===== config.mk =====
export PLATFORM = sky130hd
export DESIGN_NAME = sync_fifo_flags
export DESIGN_NICKNAME = d
export VERILOG_FILES = /design/src/rtl/sync_fifo_flags.sv
export SDC_FILE = /design/constraint.sdc
export NUM_CORES = 1
export LEC_CHECK = 0
export CAP_MARGIN = 20
export CORE_ASPECT_RATIO = 1.1
export CORE_MARGIN = 5
export CORE_UTILIZATION = 45
export DETAILED_ROUTE_END_ITERATION = 10
export PLACE_DENSITY = 0.75
export SKIP_LAST_GASP = 1
export SYNTH_ARGS = -nofsm -noshare
export SYNTH_HDL_FRONTEND = slang
export SYNTH_SLANG_ARGS = --single-unit
export TNS_END_PERCENT = 1

===== constraint.sdc =====
create_clock -name clk -period 5.55 [get_ports clk]
set_clock_uncertainty 0.05 [all_clocks]
set_input_delay 1.665 -clock clk [delete_from_list [all_inputs] [get_ports clk]]
set_output_delay 1.665 -clock clk [all_outputs]
set_load 0.02 [all_outputs]

===== src/rtl/sync_fifo_flags.sv =====
// Single-clock FIFO with occupancy count, almost-full/almost-empty thresholds,
// overflow/underflow pulses and an optional first-word-fall-through read port.
module sync_fifo_flags #(
  parameter  int WIDTH    = 8,
  parameter  int DEPTH    = 8,
  parameter  int AF_LEVEL = 6,
  parameter  int AE_LEVEL = 2,
  parameter  int FWFT     = 0,
  localparam int AW       = $clog2(DEPTH)
) (
  input  logic             clk,
  input  logic             rst,
  input  logic             w_en,
  input  logic [WIDTH-1:0] data_in,
  input  logic             r_en,
  output logic [WIDTH-1:0] data_out,
  output logic             full,
  output logic             empty,
  output logic             almost_full,
  output logic             almost_empty,
  output logic [AW:0]      count,
  output logic             overflow,
  output logic             underflow
);

  localparam logic [AW:0]   C_ZERO    = {(AW+1){1'b0}};
  localparam logic [AW:0]   C_ONE     = (AW+1)'(1'b1);
  localparam logic [AW-1:0] C_PTR_ONE = AW'(1'b1);
  localparam logic [AW:0]   C_DEPTH   = DEPTH[AW:0];
  localparam logic [AW:0]   C_AF      = AF_LEVEL[AW:0];
  localparam logic [AW:0]   C_AE      = AE_LEVEL[AW:0];

  logic [WIDTH-1:0] r_mem [DEPTH];
  logic [AW-1:0]    r_wr_ptr;
  logic [AW-1:0]    r_rd_ptr;
  logic [AW:0]      r_count;
  logic             r_ovf;
  logic             r_udf;
  logic [AW:0]      w_count_nxt;
  logic             w_rd_ok;
  logic             w_wr_ok;
  logic             w_empty;
  logic             w_full;

  assign w_empty = (r_count == C_ZERO);
  assign w_full  = (r_count == C_DEPTH);
  // A write into a full FIFO is still accepted when a pop frees a slot in the same cycle.
  assign w_rd_ok = r_en & ~w_empty;
  assign w_wr_ok = w_en & (~w_full | w_rd_ok);

  // Occupancy next-state: up/down counter, unchanged on simultaneous accept.
  always_comb begin
    w_count_nxt = r_count;
    case ({w_wr_ok, w_rd_ok})
      2'b10:   w_count_nxt = r_count + C_ONE;
      2'b01:   w_count_nxt = r_count - C_ONE;
      default: w_count_nxt = r_count;
    endcase
  end

  // Pointers, count and error pulses.
  always_ff @(posedge clk or negedge rst) begin
    if (!rst) begin
      r_wr_ptr <= {AW{1'b0}};
      r_rd_ptr <= {AW{1'b0}};
      r_count  <= C_ZERO;
      r_ovf    <= 1'b0;
      r_udf    <= 1'b0;
    end else begin
      if (w_wr_ok) r_wr_ptr <= r_wr_ptr + C_PTR_ONE;
      if (w_rd_ok) r_rd_ptr <= r_rd_ptr + C_PTR_ONE;
      r_count <= w_count_nxt;
      r_ovf   <= w_en & ~w_wr_ok;
      r_udf   <= r_en & ~w_rd_ok;
    end
  end

  // Storage array, intentionally not reset.
  always_ff @(posedge clk) begin
    if (w_wr_ok) r_mem[r_wr_ptr] <= data_in;
  end

  generate
    if (FWFT != 0) begin : g_fwft
      assign data_out = w_empty ? {WIDTH{1'b0}} : r_mem[r_rd_ptr];
    end else begin : g_std
      logic [WIDTH-1:0] r_dout;

      // Registered read port: the popped word appears one cycle after r_en.
      always_ff @(posedge clk or negedge rst) begin
        if (!rst) begin
          r_dout <= {WIDTH{1'b0}};
        end else if (w_rd_ok) begin
          r_dout <= r_mem[r_rd_ptr];
        end else begin
          r_dout <= r_dout;
        end
      end

      assign data_out = r_dout;
    end
  endgenerate

  assign count        = r_count;
  assign empty        = w_empty;
  assign full         = w_full;
  assign almost_full  = (r_count >= C_AF);
  assign almost_empty = (r_count <= C_AE);
  assign overflow     = r_ovf;
  assign underflow    = r_udf;

endmodule


# After elaboration in Yosys (flattened, before gate mapping)
# Memories as Yosys holds them, arrays and structs flattened. A register that Yosys moved wholly into a read port is not among the register bits.
# Cells that the tools add are included.
[totals]
register_bits = 12
n_memories = 1
mem_bits_rw = 64
word_cells = 30
[classes]
eq_ne = 3
addsub = 4
n_lt_le_gt_ge = 2
reduce_logical = 3
bitwise_logic = 9
muxes = 3
[memory_table]
columns = ["name", "words", "width", "read_ports", "rd_ports_with_merged_regs", "wr", "line_no", "source"]
rows = [
  ["r_mem", 8, 8, 1, 1, 1, "33", "logic [WIDTH-1:0] r_mem [DEPTH];"],
]
[op_table]
columns = ["operator", "n"]
rows = [
  ["case mux 4 bit (2 select lines)", 1],
  ["adder 3 x 1 -> 3 bit, second input constant", 2],
  ["adder 4 x 1 -> 4 bit, second input constant", 1],
  ["AND 1 bit", 4],
  ["equality test 4 bit, second input constant", 1],
  [">= comparator 4 x 3 -> 1 bit, second input constant", 1],
  ["<= comparator 4 x 2 -> 1 bit, second input constant", 1],
  ["logical NOT 4 bit", 1],
  ["NOT 1 bit", 4],
  ["subtractor 4 x 1 -> 4 bit, second input constant", 1],
  ["equality test 2 x 1 -> 1 bit, second input constant", 1],
  ["equality test 2 bit, second input constant", 1],
  ["two-way mux 1 bit", 2],
  ["nonzero test 2 bit", 1],
  ["logical NOT 1 bit", 1],
  ["bitwise OR 1 bit", 1],
]

# Longest topological paths before layout
# Gate-level depths: netlist of run 1.
[depth]
depth_word = 7
mapped_depth = 9

# Least setup slack after synthesis of run 1
# Ideal clock, no wire load.
[synth_timing]
path_kind = "input to register"
start = "in r_en"
end = "reg r_count[3], in the netlist count[3]"
required_ns = 5.421
path_stages = 9
slack_ns = 2.194
setup_ns = 0.079
arrival_time_ns = 3.227
path_cell_list = "buf_2 -> o41ai_2 -> or2_2 -> inv_1 -> ha_1 -> a21o_1 -> a21oi_1 -> mux2i_1 -> xor2_1"
[synth_between]
elab_chain_cells = 5
[synth_lines]
columns = ["element", "line_no", "source"]
rows = [
  ["from (decl)", "15", "input logic r_en,"],
  ["AND 1 bit (*)", "48", "assign w_rd_ok = r_en & ~w_empty;"],
  ["bitwise OR 1 bit", "49", "assign w_wr_ok = w_en & (~w_full | w_rd_ok);"],
  ["AND 1 bit", "49", ""],
  ["equality test 2 x 1 -> 1 bit / equality test 2 bit (equally long branches)", "54", "case ({w_wr_ok, w_rd_ok})"],
  ["case mux 4 bit (2 select lines) / nonzero test 2 bit (equally long branches)", "-", ""],
  ["to (signal assigned)", "72", "r_count <= w_count_nxt;"],
  ["to (decl)", "36", "logic [AW:0] r_count;"],
]
# Every way passes the cells marked *; elsewhere a longest branch is shown, timed or not.
# A chain may end at the register's enable or synchronous reset.

# Worst setup path after layout of run 1
# Same ends and word-level chain as after synthesis.

==> results of run 1 <==
-- final timing paths --
kind / start / end / slack [ns]
max: r_en / count[3] / 1.69
min: data_out[7] / data_out[7] / 0.44
max reg2reg: count[1] / count[3] / 2.67
min reg2reg: data_out[7] / data_out[7] / 0.44
max in group asynchronous: rst / r_rd_ptr[0] / 3.17
min in group asynchronous: rst / underflow / 1.75
-- stage by stage --
stage          hold slack (ns)  util (%)  setup WS, ns
4_1_cts                  0.450      54.3          1.68
5_1_grt                  0.488      54.4          1.55
3_5_place_dp             0.432      51.7          1.30
2_1_floorplan            0.453         -          2.19
3_3_place_gp             0.423      51.7          1.35
6_report                 0.438      54.4          1.69
-- metal layers --
| metal | track usage [%] | part of all wire (%) |
|---|---|---|
| met1 | 17.6 | 46 |
| met2 | 21.2 | 48 |
| met3 | 2.06 | 2.8 |
| met4 | 9.00 | 3.0 |
| met5 | 0 | 0 |
-- cell type report --
class	instances	area (um2)
sequential	84	2420
clock buffer	10	128
inverter	5	18.8
clock inverter	6	65.1
multi-input combinational	119	985
fill	628	3430
timing repair buffer	35	335
tap	105	131
-- power by group through the flow --
stage | Combinational [W] | Sequential, W | Clock (W)
after floorplan | 0.000497 | 0.000960 | 0
after global placement | 0.000753 | 0.000929 | 0
after detailed placement | 0.000768 | 0.000937 | 0
after CTS | 0.000772 | 0.000924 | 0.000431
after global routing | 0.000833 | 0.000946 | 0.000451
final | 0.000765 | 0.000922 | 0.000422
-- tightest hold or removal path: stages, from the launching register on --
cell and delay [ns]:
dfrtp_1 0.35, nand2_1 0.05, o21ai_1 0.06
-- cell usage in the layout, fill, tap and decap left out, types with 5 or more instances in the layout --
master and count:
xnor2_1 5, nor2_1 8, o22ai_1 8, a221o_1 8
inv_1 5, buf_4 5, edfxtp_1 64, clkdlybuf4s50_1 29
nand2_1 15, clkbuf_8 9, o21ai_1 8, mux2i_1 18
dfrtp_1 20, mux2_2 15
-- sequential cells by signal (all words and copies together) (netlist names) --
| register | count |
|---|---|
| overflow | 1 |
| data_out | 8 |
| r_mem | 64 |
| r_rd_ptr | 3 |
| r_wr_ptr | 3 |
| underflow | 1 |
| count | 4 |
-- cells by family (layout without fill, tap and decap cells) --
family / after synthesis / in the layout / share of synthesized area [%]
adders and majority gates: 5 / 5 / 2.01
muxes: 36 / 36 / 11.1
xor gates and xnor gates: 8 / 8 / 2.01
buffers and inverters: 16 / 56 / 2.55
DFF: 84 / 84 / 69.5
and+or+nand+nor: 37 / 37 / 5.24
AOI/OAI and AO/OA: 33 / 33 / 7.58
==> metrics.csv, run 1 <==
stage,metric,value,unit
outcome,status,"complete, no violations",
sta,max-slew violations,0,
pwr,Total Power,0.00211,W
floorplanning,Core ar.,7510,um2
clock_tree,post-CTS sizing,0,
placed_design,GP Congestion,0.730,
clock_tree,TritonCTS clock tree,built,
min_path,WHS Path Cells,2,
global_routing,antenna violations before repair,0,
placed_design,IO Port Bufs,29,
floorplanning,Die Ht,102,um
pwr,sequential share of power,43.7,%
job,Max Cap Viol,0,
sta,# setup viols final,0,
global_routing,GRT overflow,0,
synthesis,Synth Instances,219,
min_path,Hold WC Path Type,register to register,
floorplanning,Starting Density,46.4,%
synthesis,Commonest cells post-synth,"edfxtp_1 (64), dfrtp_1 (20), mux2i_1 (18)",
synthesis,flop and latch count out of synthesis,84,
global_routing,global-route wire length before repair,9670,um
detailed_routing,drc violations,0,
critical_path,WP data required,5.78,ns
synthesis,"top cells by area, synth","edfxtp_1 (55%), dfrtp_1 (14%), mux2i_1 (5.2%), mux2_2 (4.8%), a221o_1 (2.3%)",
critical_path,CP bufs+invs,2,
critical_path,Crit path max-delay family,buffers and inverters,
global_routing,total track usage,13.6,%
pwr,NetSw,0.000713,W
clock_tree,Max clock buf depth,2,
floorplanning,num ports,30,
sta,"Hold Vio Cnt, Final",0,
pwr,Power Density,516,nW/um2
synthesis,library cells used by synthesis,37,
clock_tree,insertion delay to the later sink of the worst-skew pair,0.35,ns
clock_tree,CTS Root Cell,clkbuf_8,
floorplanning,die area,9610,um2
synthesis,top_reg_cell synth,edfxtp_1,
critical_path,CP max stage cell,clkdlybuf4s50_1,
pwr,leakage,1.48,nW
critical_path,Critical Path End Type,register,
detailed_routing,antenna violation net count after detailed routing,0,
sta,TNS Setup,0,ns
synthesis,largest area contributor in the netlist,edfxtp_1,
detailed_routing,DRT iter0 DRCs,74,
sta,crit share post-route,69.5,%
synthesis,Syn Nets,236,
critical_path,instance count on the critical path,9,
synthesis,Yosys warning total,0,
pwr,worst vdd ir,0.187,mV
critical_path,Worst Path Arrival,4.08,ns
detailed_routing,first-pass iteration count of the detailed router,4,
floorplanning,DIE WIDTH,93.9,um
cells_and_area,"Design Area, Final",4090,um2
sta,Worst-Margin Slew,0.949,ns
sta,Tmin final,3.86,ns
global_routing,number of global-route vias before repair,1883,
synthesis,area of the mapped netlist,3480,um2
detailed_routing,total wire length,5880,um
pwr,Switching Share,33.8,%
synthesis,part of the Yosys area used for sequential elements,69.5,%
critical_path,CP startpoint kind,primary input,
clock_tree,Post-CTS Hold Buffers,0,
detailed_routing,Vias,1846,
critical_path,crit-path max FO,21,
critical_path,Crit Path Class,primary input to register,
clock_tree,H-tree levels,3,
critical_path,CP max stage delay,0.69,ns
pwr,combinational power share,36.3,%
clock_tree,"CTS clk-pin slew, worst paths",0.08,ns
global_routing,largest net degree at the start of global routing,35,
synthesis,Post-synth EDFFs,64,
sta,fmax,259,MHz
synthesis,"Avg Cell Area, Syn",15.9,um2
clock_tree,clock sinks,84,
synthesis,"count leader, synth",edfxtp_1,
sta,Slew Limit Headroom,36.5,%
clock_tree,cts bufs inserted,9,
placed_design,dpl hpwl,4000,um
cells_and_area,final layout net count,271,
floorplanning,Rows,33,
synthesis,post-synthesis async set-or-reset flop share,23.8,%
cells_and_area,synth-to-layout area growth,17.2,%
critical_path,CP cell instances,"clkdlybuf4s50_1, o41ai_4, or2_2, inv_1, ha_1, a21o_1, a21oi_1, mux2i_1, xor2_1",
sta,RSZ-0062 raised after global routing,no,
pwr,Pint,0.00139,W
cells_and_area,final cell count without fillers,364,
cells_and_area,ant diodes,0,
critical_path,Register-to-Register Path Depth,8,
clock_tree,Setup Buffers After CTS,0,
cells_and_area,layout cells sized above 1,16.6,%
placed_design,area post-placement,3880,um2
detailed_routing,drt wl/cell,16.1,um
detailed_routing,via density per instance,5.07,
placed_design,Placed Cells,347,
synthesis,Synth top area share,55.2,%
pwr,clock network power share,20.0,%
Power figures use the tool's default switching activity.
==> run 2, diff against run 1 <==
==> constraint.sdc (replaced) <==
create_clock -name clk -period 4.05 [get_ports clk]
set_clock_uncertainty 0.05 [all_clocks]
set_input_delay 1.215 -clock clk [delete_from_list [all_inputs] [get_ports clk]]
set_output_delay 1.215 -clock clk [all_outputs]
set_load 0.02 [all_outputs]
==> metrics.csv, run 2 (same netlist as run 1, synthesis figures left out) <==
stage,metric,value,unit
clock_tree,insertion delay to the later sink of the worst-skew pair,0.35,ns
critical_path,CP startpoint kind,register,
min_path,Hold WC Path Type,register to register,
cells_and_area,Largest register FFs,64,
global_routing,GRT met2 Usage,21.1,%
min_path,Worst Hold End,data_out[4],
critical_path,Critical Path End Type,primary output,
min_path,min-delay src,data_out[4],
cells_and_area,Top reg by flops,r_mem,
detailed_routing,DRT iter0 DRCs,70,
detailed_routing,antenna violation net count after detailed routing,0,
cells_and_area,layout cells sized above 1,16.9,%
clock_tree,clock sinks,84,
floorplanning,Die Ht,102,um
detailed_routing,via density per instance,5.12,
cells_and_area,Layout fillers,613,
floorplanning,DIE WIDTH,93.9,um
sta,Tmin final,3.38,ns
clock_tree,Setup Buffers After CTS,0,
global_routing,GRT overflow,0,
clock_tree,Post-CTS Hold Buffers,0,
pwr,Power Density,728,nW/um2
sta,RSZ-0062 raised after global routing,no,
placed_design,IO Port Bufs,29,
min_path,WHS Path Cells,2,
pwr,leakage,1.52,nW
sta,crit share post-route,83.6,%
sta,"Hold Vio Cnt, Final",0,
global_routing,total track usage,14.1,%
sta,fmax,295,MHz
cells_and_area,"Design Area, Final",4140,um2
critical_path,RR Endpoint,count[3],
clock_tree,cts bufs inserted,9,
critical_path,R2R Setup Slk,1.14,ns
clock_tree,Max clock buf depth,2,
clock_tree,"CTS clk-pin slew, worst paths",0.08,ns
detailed_routing,first-pass iteration count of the detailed router,4,
cells_and_area,final cell count without fillers,365,
floorplanning,num ports,30,
floorplanning,Core ar.,7510,um2
sta,worst hold slack,0.439,ns
job,Max Cap Viol,0,
clock_tree,post-CTS sizing,0,
pwr,worst vdd ir,0.205,mV
cells_and_area,most frequent cells in the layout,"edfxtp_1 (64), clkdlybuf4s50_1 (29), dfrtp_1 (20), mux2i_1 (18)",
global_routing,number of global-route vias before repair,1989,
sta,TNS Setup,0,ns
global_routing,Most Crowded Layer GR,met2,
critical_path,FF-to-FF Start,count[0],
global_routing,antenna violations before repair,0,
global_routing,GR Layer Usage met3,3.61,%
global_routing,met1 usage,19.3,%
global_routing,largest net degree at the start of global routing,35,
cells_and_area,final layout net count,272,
clock_tree,TritonCTS clock tree,built,
sta,max-slew violations,0,
cells_and_area,ant diodes,0,
detailed_routing,drc violations,0,
detailed_routing,total wire length,5940,um
placed_design,GP Congestion,0.790,
clock_tree,H-tree levels,3,
clock_tree,CTS Root Cell,clkbuf_8,
placed_design,Placed Cells,349,
floorplanning,Rows,33,
detailed_routing,drt wl/cell,16.3,um
placed_design,area post-placement,3900,um2
placed_design,dpl hpwl,3890,um
critical_path,Worst Path Arrival,2.12,ns
cells_and_area,synth-to-layout area growth,18.8,%
detailed_routing,Vias,1869,
floorplanning,Starting Density,46.4,%
critical_path,Crit Path Class,register to primary output,
floorplanning,die area,9610,um2
global_routing,global-route wire length before repair,10100,um
cells_and_area,"commonest non-fill, non-tap cell in the layout",edfxtp_1,
outcome,status,"complete, no violations",
sta,Worst-Margin Slew,0.990,ns
cells_and_area,Final Util,55.1,%
critical_path,WP data required,2.78,ns
critical_path,crit-path max FO,7,
critical_path,Register-to-Register Path Depth,8,
sta,Slew Limit Headroom,33.8,%
sta,# setup viols final,0,
==> run 2: cell types whose count changed in the layout (fill, tap and decap cells not counted), sizes merged <==
cell	before	now
bufinv	1	3
clkinvlp	4	1
inv	5	6
buf	5	7
clkbuf	11	10
==> run 2: power breakdown <==
group          leakage (nW)  total (W)  internal, W  switching, W
sequential            0.822    0.00126      0.00112      0.000140
clock                 0.117   0.000704     0.000411      0.000294
combinational         0.584    0.00105     0.000507      0.000543
==> run 2: layout make-up <==
cell class	count	area (um2)	share of cell area, %
Sequential cell	84	2420	58.5
Multi-Input combinational cell	119	985	23.8
Timing Repair Buffer	36	343	8.28
Tap cell	105	131	3.17
Clock buffer	10	128	3.08
Clock inverter	6	111	2.69
Inverter	5	18.8	0.453
==> run 2: per-stage QoR <==
stage,setup slack [ns],total power [W]
5_1_grt,0.550,0.00320
6_report,0.666,0.00302
3_5_place_dp,0.516,0.00234
3_3_place_gp,0.555,0.00231
2_1_floorplan,1.14,0.00200
4_1_cts,0.626,0.00305
==> run 2: how the worst max path moves through the flow <==
stage               startpoint  endpoint  slack, ns  cells past startpoint
floorplan                 r_en  count[3]       1.14                      9
global placement          r_en  count[3]       0.55                      9
detailed placement        r_en  count[3]       0.52                      9
CTS                   count[0]      full       0.63                      3
global route          count[3]      full       0.55                      3
finish                count[0]      full       0.67                      3
==> run 2: routing by layer <==
layer / share of wire (%) / up-vias
met5: 0 / -
met4: 2.3 / 0
met2: 45 / 36
li1: - / 900
met3: 4.1 / 11
met1: 48 / 922
==> run 2: worst max-delay path: stages (launching register included) <==
cell,delay [ns]
dfrtp_1,0.49
or4b_4,0.62
inv_1,0.07
clkdlybuf4s50_1,0.59
==> run 3, diff against run 2 <==
--- a/config.mk
+++ b/config.mk
@@ -10,7 +10,7 @@
 export CORE_MARGIN = 5
 export CORE_UTILIZATION = 45
 export DETAILED_ROUTE_END_ITERATION = 10
-export PLACE_DENSITY = 0.75
+export PLACE_DENSITY = 0.77
 export SKIP_LAST_GASP = 1
 export SYNTH_ARGS = -nofsm -noshare
 export SYNTH_HDL_FRONTEND = slang
==> constraint.sdc (replaced) <==
create_clock -name clk -period 2.95 [get_ports clk]
set_clock_uncertainty 0.05 [all_clocks]
set_input_delay 0.885 -clock clk [delete_from_list [all_inputs] [get_ports clk]]
set_output_delay 0.885 -clock clk [all_outputs]
set_load 0.02 [all_outputs]
==> metrics.csv, run 3 (same netlist as run 1, synthesis figures left out) <==
stage,metric,value,unit
clock_tree,Setup Buffers After CTS,0,
floorplanning,DIE WIDTH,93.9,um
cells_and_area,ant diodes,0,
global_routing,global-route wire length before repair,9720,um
detailed_routing,DRT iter0 DRCs,77,
job,Max Cap Viol,0,
sta,fmax,366,MHz
sta,crit share post-route,92.5,%
clock_tree,cts bufs inserted,9,
critical_path,RR Endpoint,count[3],
cells_and_area,Layout fillers,604,
cells_and_area,final cell count without fillers,375,
floorplanning,Die Ht,102,um
min_path,Hold WC Path Type,register to register,
pwr,worst vdd ir,0.285,mV
floorplanning,die area,9610,um2
sta,"Hold Vio Cnt, Final",0,
detailed_routing,first-pass iteration count of the detailed router,4,
clock_tree,Max clock buf depth,2,
clock_tree,Post-CTS Hold Buffers,0,
detailed_routing,total wire length,5940,um
critical_path,Crit Path Class,register to primary output,
detailed_routing,via density per instance,4.99,
clock_tree,insertion delay to the later sink of the worst-skew pair,0.34,ns
sta,max-slew violations,0,
critical_path,Worst Path Arrival,1.79,ns
global_routing,GRT overflow,0,
sta,Tmin final,2.73,ns
detailed_routing,wire length on met1,2600,um
pwr,leakage,1.57,nW
detailed_routing,drc violations,0,
placed_design,IO Port Bufs,29,
clock_tree,TritonCTS clock tree,built,
floorplanning,Starting Density,46.4,%
global_routing,antenna violations before repair,0,
placed_design,GP Congestion,0.810,
global_routing,total track usage,13.6,%
detailed_routing,Vias,1872,
placed_design,Placed Cells,359,
global_routing,largest net degree at the start of global routing,21,
floorplanning,Rows,33,
critical_path,R2R Setup Slk,0.67,ns
critical_path,crit-path max FO,8,
detailed_routing,antenna violation net count after detailed routing,0,
critical_path,CP startpoint kind,register,
floorplanning,num ports,30,
clock_tree,CTS Root Cell,clkbuf_8,
clock_tree,clock sinks,84,
pwr,Power Density,965,nW/um2
clock_tree,H-tree levels,3,
clock_tree,post-CTS sizing,3,
critical_path,FF-to-FF Start,count[0],
floorplanning,Core ar.,7510,um2
global_routing,number of global-route vias before repair,1913,
detailed_routing,drt wl/cell,15.8,um
critical_path,Register-to-Register Path Depth,9,
cells_and_area,"commonest non-fill, non-tap cell in the layout",edfxtp_1,
placed_design,dpl hpwl,4220,um
clock_tree,"CTS clk-pin slew, worst paths",0.08,ns
critical_path,WP data required,2.02,ns
cells_and_area,most frequent cells in the layout,"edfxtp_1 (64), clkdlybuf4s50_1 (27), mux2i_1 (18), dfrtp_1 (18), buf_4 (17)",
cells_and_area,Top reg by flops,r_mem,
cells_and_area,synth-to-layout area growth,19.9,%
sta,Slew Limit Headroom,42.4,%
outcome,status,"complete, no violations",
critical_path,CP startpoint,count[1],
sta,# setup viols final,0,
cells_and_area,Largest register FFs,64,
critical_path,Critical Path End Type,primary output,
cells_and_area,final layout net count,282,
detailed_routing,met3 WL,224,um
detailed_routing,WL met2,3070,um
critical_path,CP endpoint,full,
sta,TNS Setup,0,ns
sta,RSZ-0062 raised after global routing,no,
detailed_routing,Max Used Layer,met4,
sta,Worst-Margin Slew,0.865,ns
cells_and_area,layout cells sized above 1,20.7,%
## run 3: area by class of cell
type / instances / area, um2 / area share, %
sequential: 84 / 2420 / 58.0
clock inverter: 6 / 71.3 / 1.71
inverter: 5 / 18.8 / 0.449
multi-input combinational: 119 / 985 / 23.6
clock buffer: 10 / 128 / 3.05
tap: 105 / 131 / 3.14
timing repair buffer: 46 / 419 / 10.0
## run 3: metal layers
metal | vias up | GRT usage, %
met5 | - | 0
met4 | 0 | 7.11
met3 | 2 | 2.87
met2 | 38 | 22.1
met1 | 910 | 17.1
li1 | 922 | -
## run 3: where the power goes
part,internal [W],switching (W)
sequential,0.00154,0.000217
combinational,0.000736,0.000734
clock,0.000399,0.000406
total,0.00267,0.00136
## run 3: per-stage QoR
stage          area (um2)  setup slack [ns]  hold WS [ns]  power [W]  utilization [%]
2_1_floorplan        3480             0.374         0.453    0.00274                -
3_3_place_gp         3980            0.0213         0.420    0.00320             52.9
3_5_place_dp         3980           -0.0303         0.428    0.00326             52.9
4_1_cts              4180           -0.0257         0.447    0.00407             55.6
5_1_grt              4180             0.100         0.480    0.00426             55.6
6_report             4180             0.221         0.438    0.00403             55.6
## run 3: how the worst min path moves through the flow
stage | slack, ns | startpoint | endpoint | cells after the start
finish | 0.44 | data_out[2] | data_out[2] | 2
global route | 0.48 | data_out[3] | data_out[3] | 2
CTS | 0.45 | data_out[2] | data_out[2] | 2
detailed placement | 0.43 | data_out[2] | data_out[2] | 2
global placement | 0.42 | data_out[7] | data_out[7] | 2
floorplan | 0.45 | r_rd_ptr[2] | r_rd_ptr[2] | 1
## run 3: critical path: stages (launching register included)
cell and delay, ns:
dfrtp_2 0.48, or4b_4 0.58, inv_1 0.07, dlygate4sd2_1 0.32
